**config.mk**
```make
export PLATFORM = sky130hd
export DESIGN_NAME = sb_reg_txn_ctrl
export DESIGN_NICKNAME = d
export VERILOG_FILES = /design/src/rtl/sb_txn_pkg.sv /design/src/rtl/sb_txn_timer.sv /design/src/rtl/sb_reg_txn_ctrl.sv
export SDC_FILE = /design/constraint.sdc
export NUM_CORES = 1
export LEC_CHECK = 0
export CAP_MARGIN = 20
export CORE_MARGIN = 3
export CORE_UTILIZATION = 46
export CTS_CLUSTER_SIZE = 20
export DETAILED_ROUTE_END_ITERATION = 10
export PLACE_DENSITY_LB_ADDON = 0.2
export SYNTH_ARGS = -nofsm -noshare
export SYNTH_HDL_FRONTEND = slang
export SYNTH_SLANG_ARGS = --single-unit
```
**constraint.sdc**
```tcl
create_clock -name clk -period 4.45 [get_ports clk]
set_input_delay 0.445 -clock clk [delete_from_list [all_inputs] [get_ports clk]]
set_output_delay 0.445 -clock clk [all_outputs]
set_load 0.02 [all_outputs]
```
**src/rtl/sb_txn_pkg.sv**
```systemverilog
// Shared types and codes for the sideband register transaction controller.
package sb_txn_pkg;

    typedef enum logic [1:0] {
        IDLE     = 2'd0,
        SEND     = 2'd1,
        WAIT_RSP = 2'd2,
        FIN      = 2'd3
    } state_e;

    localparam logic [1:0] ST_OK  = 2'b00;
    localparam logic [1:0] ST_ERR = 2'b01;
    localparam logic [1:0] ST_TMO = 2'b10;

    localparam logic CMD_RD = 1'b0;
    localparam logic CMD_WR = 1'b1;

    // Counter width able to hold 0..n-1, never below one bit.
    function automatic int cnt_w(input int n);
        return (n > 1) ? $clog2(n) : 1;
    endfunction

endpackage

```
**src/rtl/sb_txn_timer.sv**
```systemverilog
// Response timeout counter: cleared on request acceptance, counts while
// enabled and saturates at LIMIT-1, where it flags expiry.
module sb_txn_timer
    import sb_txn_pkg::*;
#(
    parameter int LIMIT = 1000
) (
    input  logic clk,
    input  logic reset_n,
    input  logic clr,
    input  logic en,
    output logic expired
);

    localparam int              CW   = cnt_w(LIMIT);
    localparam logic [CW-1:0]   LAST = CW'(LIMIT - 1);

    logic [CW-1:0] cnt_q;

    // Count up while enabled; hold at LAST so the counter never wraps.
    always_ff @(posedge clk or negedge reset_n) begin
        if (!reset_n)                  cnt_q <= '0;
        else if (clr)                  cnt_q <= '0;
        else if (en && cnt_q != LAST)  cnt_q <= cnt_q + 1'b1;
    end

    assign expired = (cnt_q == LAST);

endmodule

```
**src/rtl/sb_reg_txn_ctrl.sv**
```systemverilog
// Sideband register transaction controller: one read/write in flight,
// retry on error or timeout, single-cycle done with status and read data.
module sb_reg_txn_ctrl
    import sb_txn_pkg::*;
#(
    parameter int ADDR_W      = 8,
    parameter int DATA_W      = 32,
    parameter int TIMEOUT_CYC = 1000,
    parameter int MAX_RETRY   = 3
) (
    input  logic              clk,
    input  logic              reset_n,
    input  logic              s_read_pul,
    input  logic              s_write_pul,
    input  logic              trans_error_pul,
    input  logic              t_valid_pul,
    input  logic [ADDR_W-1:0] addr,
    input  logic [DATA_W-1:0] wdata,
    input  logic [DATA_W-1:0] rx_data,
    input  logic              tx_ack,
    output logic              tx_req,
    output logic              tx_cmd,
    output logic [ADDR_W-1:0] tx_addr,
    output logic [DATA_W-1:0] tx_data,
    output logic [DATA_W-1:0] rdata,
    output logic              done,
    output logic [1:0]        status,
    output logic              busy
);

    localparam int            RW   = cnt_w(MAX_RETRY + 1);
    localparam logic [RW-1:0] RMAX = RW'(MAX_RETRY);

    state_e            state_q, state_d;
    logic              cmd_q, cmd_d;
    logic [ADDR_W-1:0] addr_q, addr_d;
    logic [DATA_W-1:0] wdata_q, wdata_d;
    logic [DATA_W-1:0] rdata_q, rdata_d;
    logic [1:0]        status_q, status_d;
    logic [RW-1:0]     retry_q, retry_d;
    logic              tmo_exp;

    // Timer restarts when the transmitter takes the request, so every
    // attempt gets a full TIMEOUT_CYC window in WAIT_RSP.
    sb_txn_timer #(.LIMIT(TIMEOUT_CYC)) u_timer (
        .clk     (clk),
        .reset_n (reset_n),
        .clr     (state_q == SEND && tx_ack),
        .en      (state_q == WAIT_RSP),
        .expired (tmo_exp)
    );

    // State and latched transaction fields.
    always_ff @(posedge clk or negedge reset_n) begin
        if (!reset_n) begin
            state_q  <= IDLE;
            cmd_q    <= CMD_RD;
            addr_q   <= '0;
            wdata_q  <= '0;
            rdata_q  <= '0;
            status_q <= ST_OK;
            retry_q  <= '0;
        end else begin
            state_q  <= state_d;
            cmd_q    <= cmd_d;
            addr_q   <= addr_d;
            wdata_q  <= wdata_d;
            rdata_q  <= rdata_d;
            status_q <= status_d;
            retry_q  <= retry_d;
        end
    end

    // Next state: commands only accepted in IDLE, responses only in WAIT_RSP;
    // an error pulse outranks both a valid pulse and a timeout.
    always_comb begin
        state_d  = state_q;
        cmd_d    = cmd_q;
        addr_d   = addr_q;
        wdata_d  = wdata_q;
        rdata_d  = rdata_q;
        status_d = status_q;
        retry_d  = retry_q;
        case (state_q)
            IDLE: begin
                if (s_write_pul) begin
                    cmd_d   = CMD_WR;
                    addr_d  = addr;
                    wdata_d = wdata;
                    retry_d = '0;
                    state_d = SEND;
                end else if (s_read_pul) begin
                    cmd_d   = CMD_RD;
                    addr_d  = addr;
                    retry_d = '0;
                    state_d = SEND;
                end
            end
            SEND: begin
                if (tx_ack) state_d = WAIT_RSP;
            end
            WAIT_RSP: begin
                if (trans_error_pul || tmo_exp) begin
                    if (retry_q < RMAX) begin
                        retry_d = retry_q + 1'b1;
                        state_d = SEND;
                    end else begin
                        status_d = trans_error_pul ? ST_ERR : ST_TMO;
                        state_d  = FIN;
                    end
                end else if (t_valid_pul) begin
                    status_d = ST_OK;
                    if (cmd_q == CMD_RD) rdata_d = rx_data;
                    state_d = FIN;
                end
            end
            FIN:     state_d = IDLE;
            default: state_d = IDLE;
        endcase
    end

    // Outputs decode straight from state so reset clears them asynchronously.
    always_comb begin
        tx_req = (state_q == SEND);
        done   = (state_q == FIN);
        busy   = (state_q != IDLE);
    end

    assign tx_cmd  = cmd_q;
    assign tx_addr = addr_q;
    assign tx_data = wdata_q;
    assign rdata   = rdata_q;
    assign status  = status_q;

endmodule

```
* Word level (Yosys, flattened, before mapping)
Cells that the tools add are included.
** Word-level totals
- Register bits after elaboration :: 89
- Bits in writable memories :: 0
- ROM bits :: 0
- Bits in latches :: 0
- Memories :: 0
- Output and inout port bits :: 78
- Bits of input ports :: 79
- Logic and storage cells :: 61
** Cells by class
- Bitwise logic cells :: 2
- Divide/modulo/power cells :: 0
- $mul :: 0
- Add/sub/neg operators :: 2
- $lt $le $gt $ge :: 1
- Reduce and logical (&&, ||, !) cells :: 15
- Eq/ne operators :: 11
- Muxes and demuxes :: 22
- Shift-type cells :: 0
** Operators with widths (count)
- $mux W2 :: 14
- $mux W10 :: 2
- $mux W8 :: 2
- $add A10 B1 Y10 const B :: 1
- $eq A10 B10 Y1 const B :: 1
- $ne A10 B10 Y1 const B :: 1
- $reduce_bool A2 Y1 :: 5
- $ne A2 B2 Y1 const B :: 4
- $pmux W2 S4 :: 1
- $reduce_and A4 Y1 :: 2
- $ne A3 B3 Y1 const B :: 2
- $reduce_and A3 Y1 :: 2
- $eq A2 B2 Y1 const B :: 2
- $pmux W2 S2 :: 1
- $reduce_and A2 Y1 :: 2
- $add A2 B1 Y2 const B :: 1
- $eq A2 B1 Y1 const B :: 1
- $logic_and A1 B1 Y1 :: 2
- $logic_not A2 Y1 :: 1
- $lt A2 B2 Y1 const B :: 1
- $mux W1 :: 2
- $not A1 Y1 :: 2
- $logic_or A1 B1 Y1 :: 1

* Longest topological paths before layout
Gate-level depths: netlist (run 1).
- Depth in word-level cells :: 4
- Mapped depth :: 6
- Gate-level depth less buffers :: 5

* Cells and area by module
From an unflattened synthesis (run 1), not the netlist that was laid out.
** Unflattened totals
- Cells, all modules :: 252
- Area, all modules :: 3779.9 um2
** By module, submodules not included
- sb_reg_txn_ctrl :: cells an instance 194, sequential area each 1976.9 um2, area each 3235.6 um2, times used 1
- sb_txn_timer :: cells an instance 58, sequential area each 250.2 um2, area each 544.3 um2, times used 1

* Least setup slack after synthesis (run 1)
Ideal clock, no wire load.
- Kind :: reg-to-reg
- From :: reg u_timer.cnt_q[0]
- To :: reg rdata_q[0], in the netlist rdata[0]
- Clock period less this slack :: 1.820 ns
- Path buffers :: 1
- Cell stages (with the launch flop) :: 7
- Slack :: 2.630 ns
- Required time :: 4.325 ns
- Arrival time :: 1.694 ns
- Setup time :: 0.125 ns
- Cells stage by stage :: dfrtp_1 ha_1 nand2_1 nor4b_4 nor4_4 buf_6 mux2_4
** Between the ends
- Word-level cells in the longest chain between the ends :: 4
** RTL lines
- start: declaration :: line sb_txn_timer.sv:18 : logic [CW-1:0] cnt_q;
- start signal: assignment :: line sb_txn_timer.sv:24 : else if (en && cnt_q != LAST) cnt_q <= cnt_q + 1'b1;
- $eq A10 B10 Y1 :: line sb_txn_timer.sv:27 : assign expired = (cnt_q == LAST);
- $logic_or A1 B1 Y1 :: line sb_reg_txn_ctrl.sv:103 : if (trans_error_pul || tmo_exp) begin
- $not A1 Y1 (no line)
- $reduce_and A4 Y1 (no line)
- end signal: assignment :: line sb_reg_txn_ctrl.sv:68 : rdata_q <= rdata_d;
- end: declaration :: line sb_reg_txn_ctrl.sv:38 : logic [DATA_W-1:0] rdata_q, rdata_d;
Every way passes these cells.
A chain may end at the register's enable or synchronous reset.

* Worst setup path after layout (run 1)
- From :: reg u_timer.cnt_q[0]
- To :: reg rdata_q[10], in the netlist rdata[10]
The elaborated chain is that of the path after synthesis.

==> results of run 1 <==
-- synthesized netlist by cell type, types with 2 or more instances --
| master | instances |
|---|---|
| a21oi_1 | 4 |
| a31oi_1 | 2 |
| and2_1 | 3 |
| buf_2 | 5 |
| buf_6 | 3 |
| clkbuf_1 | 6 |
| dfrtp_1 | 89 |
| ha_1 | 2 |
| inv_1 | 3 |
| mux2_2 | 34 |
| mux2_4 | 30 |
| mux2i_1 | 2 |
| nand2_1 | 34 |
| nand2b_1 | 3 |
| nand3_1 | 5 |
| nand4_1 | 2 |
| nor2_1 | 13 |
| nor4_1 | 2 |
| o211ai_1 | 3 |
| o21ai_0 | 3 |
| o31ai_1 | 5 |
| xor2_1 | 4 |
-- through the flow --
stage | cells | util (%) | hold slack (ns)
CTS | 540 | 71.3 | 0.0430
floorplan | 277 | - | 0.149
global route | 540 | 71.3 | 0.0535
detailed placement | 524 | 69.1 | 0.433
global placement | 524 | 69.1 | 0.432
finish | 540 | 71.3 | 0.0369
-- registers in the layout (all words and copies together), names as in the netlist --
name / cells
rdata: 32
tx_data: 32
u_timer.cnt_q: 10
tx_addr: 8
retry_q: 2
state_q: 2
status: 2
tx_cmd: 1
-- logic make-up after synthesis --
family                     count (synthesis)
and+or+nand+nor                           75
AOI/OAI and AO/OA                         23
xor gates and xnor gates                   4
buffers and inverters                     18
muxes                                     66
adders and majority gates                  2
DFF                                       89
-- worst min-delay path by stage --
stage	to	slack [ns]	cells past startpoint
after detailed placement	retry_q[0]	0.43	1
after global placement	retry_q[0]	0.43	1
final	retry_q[0]	0.04	1
after global routing	rdata[3]	0.05	1
after floorplan	rdata[0]	0.15	0
after CTS	tx_data[1]	0.04	1
-- layer usage --
layer	GRT usage, %	share of wire, %	vias up
li1	-	-	1284
met1	24.2	41	1366
met2	32.4	49	106
met3	8.15	8.7	10
met4	5.83	1.5	0
met5	0	0	-
-- report_power, final --
| group | total (mW) | leakage (nW) | internal, mW | switching (mW) |
|---|---|---|---|---|
| logic | 1.98 | 1.21 | 1.08 | 0.909 |
| registers | 1.39 | 1.10 | 1.18 | 0.217 |
| clock network | 0.510 | 0.0862 | 0.208 | 0.302 |
-- area by class of cell --
type                       count  area share (%)
timing repair buffer         160            28.4
sequential                    89            39.8
tap                          102            2.28
inverter                       3           0.201
multi-input combinational    170            26.2
clock buffer                   9            2.21
clock inverter                 7           0.983
-- worst reg2reg max path, stage by stage (launching register included) --
cell     delay, ns
dfrtp_1       0.40
ha_1          0.21
nand2_1       0.13
nor4b_4       0.74
nor4_4        0.08
buf_4         0.33
mux2_4        0.37
==> impl_metrics.tcl, run 1 <==
set metrics [dict create \
    outcome "finished clean" \
    wl_um 8960 \
    reg2reg_from "u_timer.cnt_q[0]" \
    synth-simple-area-share_pct 10.4 \
    synth_nets 358 \
    r2r_cells 6 \
    ys_async_sr_fraction_pct 100 \
    vias 2766 \
    grt_pass1_vias 2983 \
    ys_seq_area_share_pct 58.8 \
    max_slew_margin_pct 46.6 \
    antenna_found_initial 0 \
    numCtsBuffers 9 \
    wl_per_cell_um 16.6 \
    die_h_um 96.8 \
    holdCritPathClass "input pin to async pin" \
    synth_top_area_share_pct 58.8 \
    r2r_slack_ns 2.07 \
    ys_types 42 \
    setup_violations 0 \
    h-tree-depth 3 \
    worst-path-stages 6 \
    multiInputGateArea_um2 1460 \
    clock_latency_ns 0.35 \
    required_ns 4.68 \
    ant_nets 0 \
    area_growth_pct 47.8 \
    postSynthAreaPerCell_um2 13.7 \
    cp-start-kind "register" \
    die_x_um 96.8 \
    peakVddDrop_mv 0.371 \
    clk_pin_slew_worst_paths_ns 0.09 \
    cts_tree "done" \
    setup_slack_ns 2.07 \
    ctsResizeCount 0 \
    rsz0062_at_grt "false" \
    reg2reg_to "rdata[10]" \
    synth-seq-cells 89 \
    crit_path_top_delay_cell "nor4b_4" \
    placed_area_um2 5420 \
    synth_top_family_by_area "multiplexers" \
    synth_edf_count 0 \
    path_buf_inv 1 \
    via_per_inst 5.12 \
    synth_compound_gate_area_share_pct 4.16 \
    num_antenna_cells 0 \
    fin_crit_ns 2.38 \
    finalHoldViolCount 0 \
    syn_area_um2 3790 \
    syn_inst 277 \
    postCtsSetupRepairBufs 0 \
    final_common_cell "clkdlybuf4s50_1" \
    final_cell_mix "clkdlybuf4s50_1 (155), dfrtp_1 (89), nand2_1 (34), mux2_2 (34), mux2_4 (30)" \
    grt.overflow.total 0 \
    ys.flop_type "dfrtp_1" \
    maxCapViolations 0 \
    cts_root_buf "clkbuf_8" \
    hpwl_um 6730 \
    crit_fanout 32 \
    synthMuxAreaShare_pct 22.5 \
    tightestPinTransition_ns 0.798 \
    drtIter0Drc 118 \
    io_buffers 156 \
    drv_slew 0 \
    slowest_delay_ns 0.74 \
    final_cell_area_um2 5600 \
    grt_max_degree 54 \
    crit_arrival_ns 2.61 \
    fin_setup_tns_ns 0 \
    crit_path_start "u_timer.cnt_q[0]" \
    synth_area_leaders "dfrtp_1 (59%), mux2_4 (12%), mux2_2 (10%)" \
    critical_path_class "register to register" \
    row_count 32 \
    ff_latch_area_um2 2230 \
    synth_xor_area_share_pct 0.925 \
    cp-end-kind "register" \
    fill_cells 590 \
    io_pins 157 \
    route.detailed.drc 0 \
    synth_fa_ha_area_share_pct 0.661 \
    grt_pass1_wl_um 15100 \
    clkSinkCount 89 \
    post-route-period-util_pct 53.5 \
    p_leak_nw 2.40 \
    path_cells "ha_1 -> nand2_1 -> nor4b_4 -> nor4_4 -> buf_4 -> mux2_4" \
    num-nets-final 514 \
    fin_skew_ns 0.0103 \
    dieArea_um2 9360 \
    endpoint "rdata[10]" \
    drive_gt1_share_pct 20.3 \
    power.total_mw 3.89 \
    max_freq_mhz 420 \
    place_congestion 0.794 \
    grt_use_total_pct 19.9 \
    initial_utilization_pct 48.3 \
    yosys_warnings 0 \
    synth_top_area_cell "dfrtp_1" \
    core-area_um2 7850 \
    drt-pass1-iter-count 4 \
    path_delay_family "simple AND/OR/NAND/NOR gates" \
    dp_worst_setup_slack_ns 1.96 \
    clockBufferDepth 2 \
    postCtsHoldBufs 0 \
    power_density_nw_per_um2 695 \
]
No activity file was read; power rests on OpenSTA's default activity.
==> run 2, diff against run 1 <==
--- a/config.mk
+++ b/config.mk
@@ -7,7 +7,7 @@
 export LEC_CHECK = 0
 export CAP_MARGIN = 20
 export CORE_MARGIN = 3
-export CORE_UTILIZATION = 46
+export CORE_UTILIZATION = 39
 export CTS_CLUSTER_SIZE = 20
 export DETAILED_ROUTE_END_ITERATION = 10
 export PLACE_DENSITY_LB_ADDON = 0.2
==> constraint.sdc (replaced) <==
create_clock -name clk -period 2 [get_ports clk]
set_input_delay 0.2 -clock clk [delete_from_list [all_inputs] [get_ports clk]]
set_output_delay 0.2 -clock clk [all_outputs]
set_load 0.02 [all_outputs]
==> impl_metrics.tcl, run 2 (synthesis gave the netlist of run 1 again) <==
set metrics [dict create \
    outcome "finished clean" \
    h-tree-depth 3 \
    crit_path_top_delay_cell "clkdlybuf4s50_1" \
    fin_setup_tns_ns 0 \
    initial_utilization_pct 40.6 \
    drv_slew 0 \
    route.detailed.drc 0 \
    grt_max_degree 53 \
    dieArea_um2 10900 \
    clockBufferDepth 2 \
    finalHoldViolCount 0 \
    cts_tree "done" \
    wl_per_cell_um 16.2 \
    grt_use_total_pct 17.7 \
    critical_path_class "register to output pin" \
    numCtsBuffers 9 \
    power_density_nw_per_um2 1540 \
    drive_gt1_share_pct 22.2 \
    p_leak_nw 2.48 \
    utilization_pct 62.2 \
    path_cells "nand2b_1 -> inv_1 -> clkdlybuf4s50_1" \
    row_count 35 \
    drt-pass1-iter-count 4 \
    max_slew_margin_pct 61.4 \
    path_delay_family "buffers and inverters" \
    fill_cells 772 \
    endpoint "tx_req" \
    worst-path-stages 3 \
    power.total_mw 8.93 \
    r2r_slack_ns 0.12 \
    die_h_um 105 \
    required_ns 1.80 \
    fin_skew_ns 0.0183 \
    holdWs_ns 0.219 \
    peakVddDrop_mv 0.758 \
    cp-start-kind "register" \
    final_common_cell "clkdlybuf4s50_1" \
    fin_crit_ns 1.88 \
    drtIter0Drc 77 \
    hpwl_um 6890 \
    grt.overflow.total 0 \
    ant_nets 0 \
    antenna_found_initial 0 \
    clock_latency_ns 0.36 \
    crit_fanout 6 \
    rsz0062_at_grt "false" \
    core-area_um2 9330 \
    num-nets-final 526 \
    num_antenna_cells 0 \
    r2r_cells 7 \
    crit_arrival_ns 1.68 \
    io_pins 157 \
    via_per_inst 4.80 \
    cts_root_buf "clkbuf_8" \
    reg2reg_to "rdata[7]" \
    post-route-period-util_pct 94.2 \
    setup_violations 0 \
    slowest_delay_ns 0.62 \
    maxCapViolations 0 \
    area_growth_pct 53.2 \
    clkSinkCount 89 \
    place_congestion 0.801 \
    die_x_um 105 \
    clk_pin_slew_worst_paths_ns 0.10 \
    holdCritPathClass "input pin to async pin" \
    reg2reg_from "u_timer.cnt_q[0]" \
    crit_path_start "state_q[1]" \
    final_cell_mix "clkdlybuf4s50_1 (155), dfrtp_1 (89), nand2_1 (34), mux2_2 (34), mux2_4 (30)" \
    vias 2779 \
    max_freq_mhz 531 \
    tightestPinTransition_ns 0.573 \
    wl_um 9370 \
    cp-end-kind "output pin" \
    path_buf_inv 2 \
    grt_pass1_wl_um 15400 \
    io_buffers 156 \
    grt_pass1_vias 2984 \
]
## run 2: changes by cell type in the layout (fill, tap and decap cells not counted)
cell	delta
buf_12	+2
buf_4	+6
buf_6	+2
bufinv_16	+1
clkbuf_16	+1
clkinv_2	-1
clkinv_4	-2
dlygate4sd3_1	+1
inv_8	+2
## run 2: cell type report
cell class	instances	area, µm²	area share [%]
Clock buffer	9	124	2.13
Tap cell	129	161	2.78
Sequential cell	89	2230	38.4
Timing Repair Buffer	172	1730	29.8
Clock inverter	7	85.1	1.47
Inverter	3	11.3	0.194
Multi-Input combinational cell	170	1460	25.2
## run 2: how the worst min path moves through the flow
stage               cells after the start          to
floorplan                               0    rdata[0]
global placement                        1  retry_q[0]
detailed placement                      1  retry_q[0]
CTS                                     2  retry_q[1]
global route                            2  retry_q[1]
finish                                  2  retry_q[0]
## run 2: routing by layer
| metal | part of all wire (%) | wire (µm) | track usage [%] |
|---|---|---|---|
| met5 | 0 | 0 | 0 |
| met3 | 8.3 | 774 | 8.21 |
| met2 | 48 | 4540 | 27.8 |
| met4 | 0.98 | 92 | 4.37 |
| met1 | 42 | 3970 | 22.2 |
## run 2: timing repair
item,in CTS,in global routing
hold buffers,1,0
hold endpoints to repair,60,0
gates resized for setup,0,1
setup endpoints to repair,0,32
buffers inserted,0,1
## run 2: power by group
group | switching (mW) | total, mW | internal [mW]
Clock | 0.720 | 1.32 | 0.604
Combinational | 2.03 | 4.50 | 2.47
Sequential | 0.480 | 3.10 | 2.62
## run 2: per-stage QoR
stage | cells | cell area [µm²] | setup WS [ns]
global route | 579 | 5800 | 0.0158
global placement | 559 | 5550 | 0.123
CTS | 576 | 5770 | 0.0740
floorplan | 277 | 3790 | 0.180
finish | 579 | 5800 | 0.116
detailed placement | 559 | 5550 | 0.0830
==> run 3, diff against run 2 <==
--- a/config.mk
+++ b/config.mk
@@ -10,6 +10,7 @@
 export CORE_UTILIZATION = 39
 export CTS_CLUSTER_SIZE = 20
 export DETAILED_ROUTE_END_ITERATION = 10
+export HOLD_SLACK_MARGIN = 0.1
 export PLACE_DENSITY_LB_ADDON = 0.2
 export SYNTH_ARGS = -nofsm -noshare
 export SYNTH_HDL_FRONTEND = slang
==> results of run 3 <==
Same layout as run 2: the final DEF is identical, and so are final timing and power.
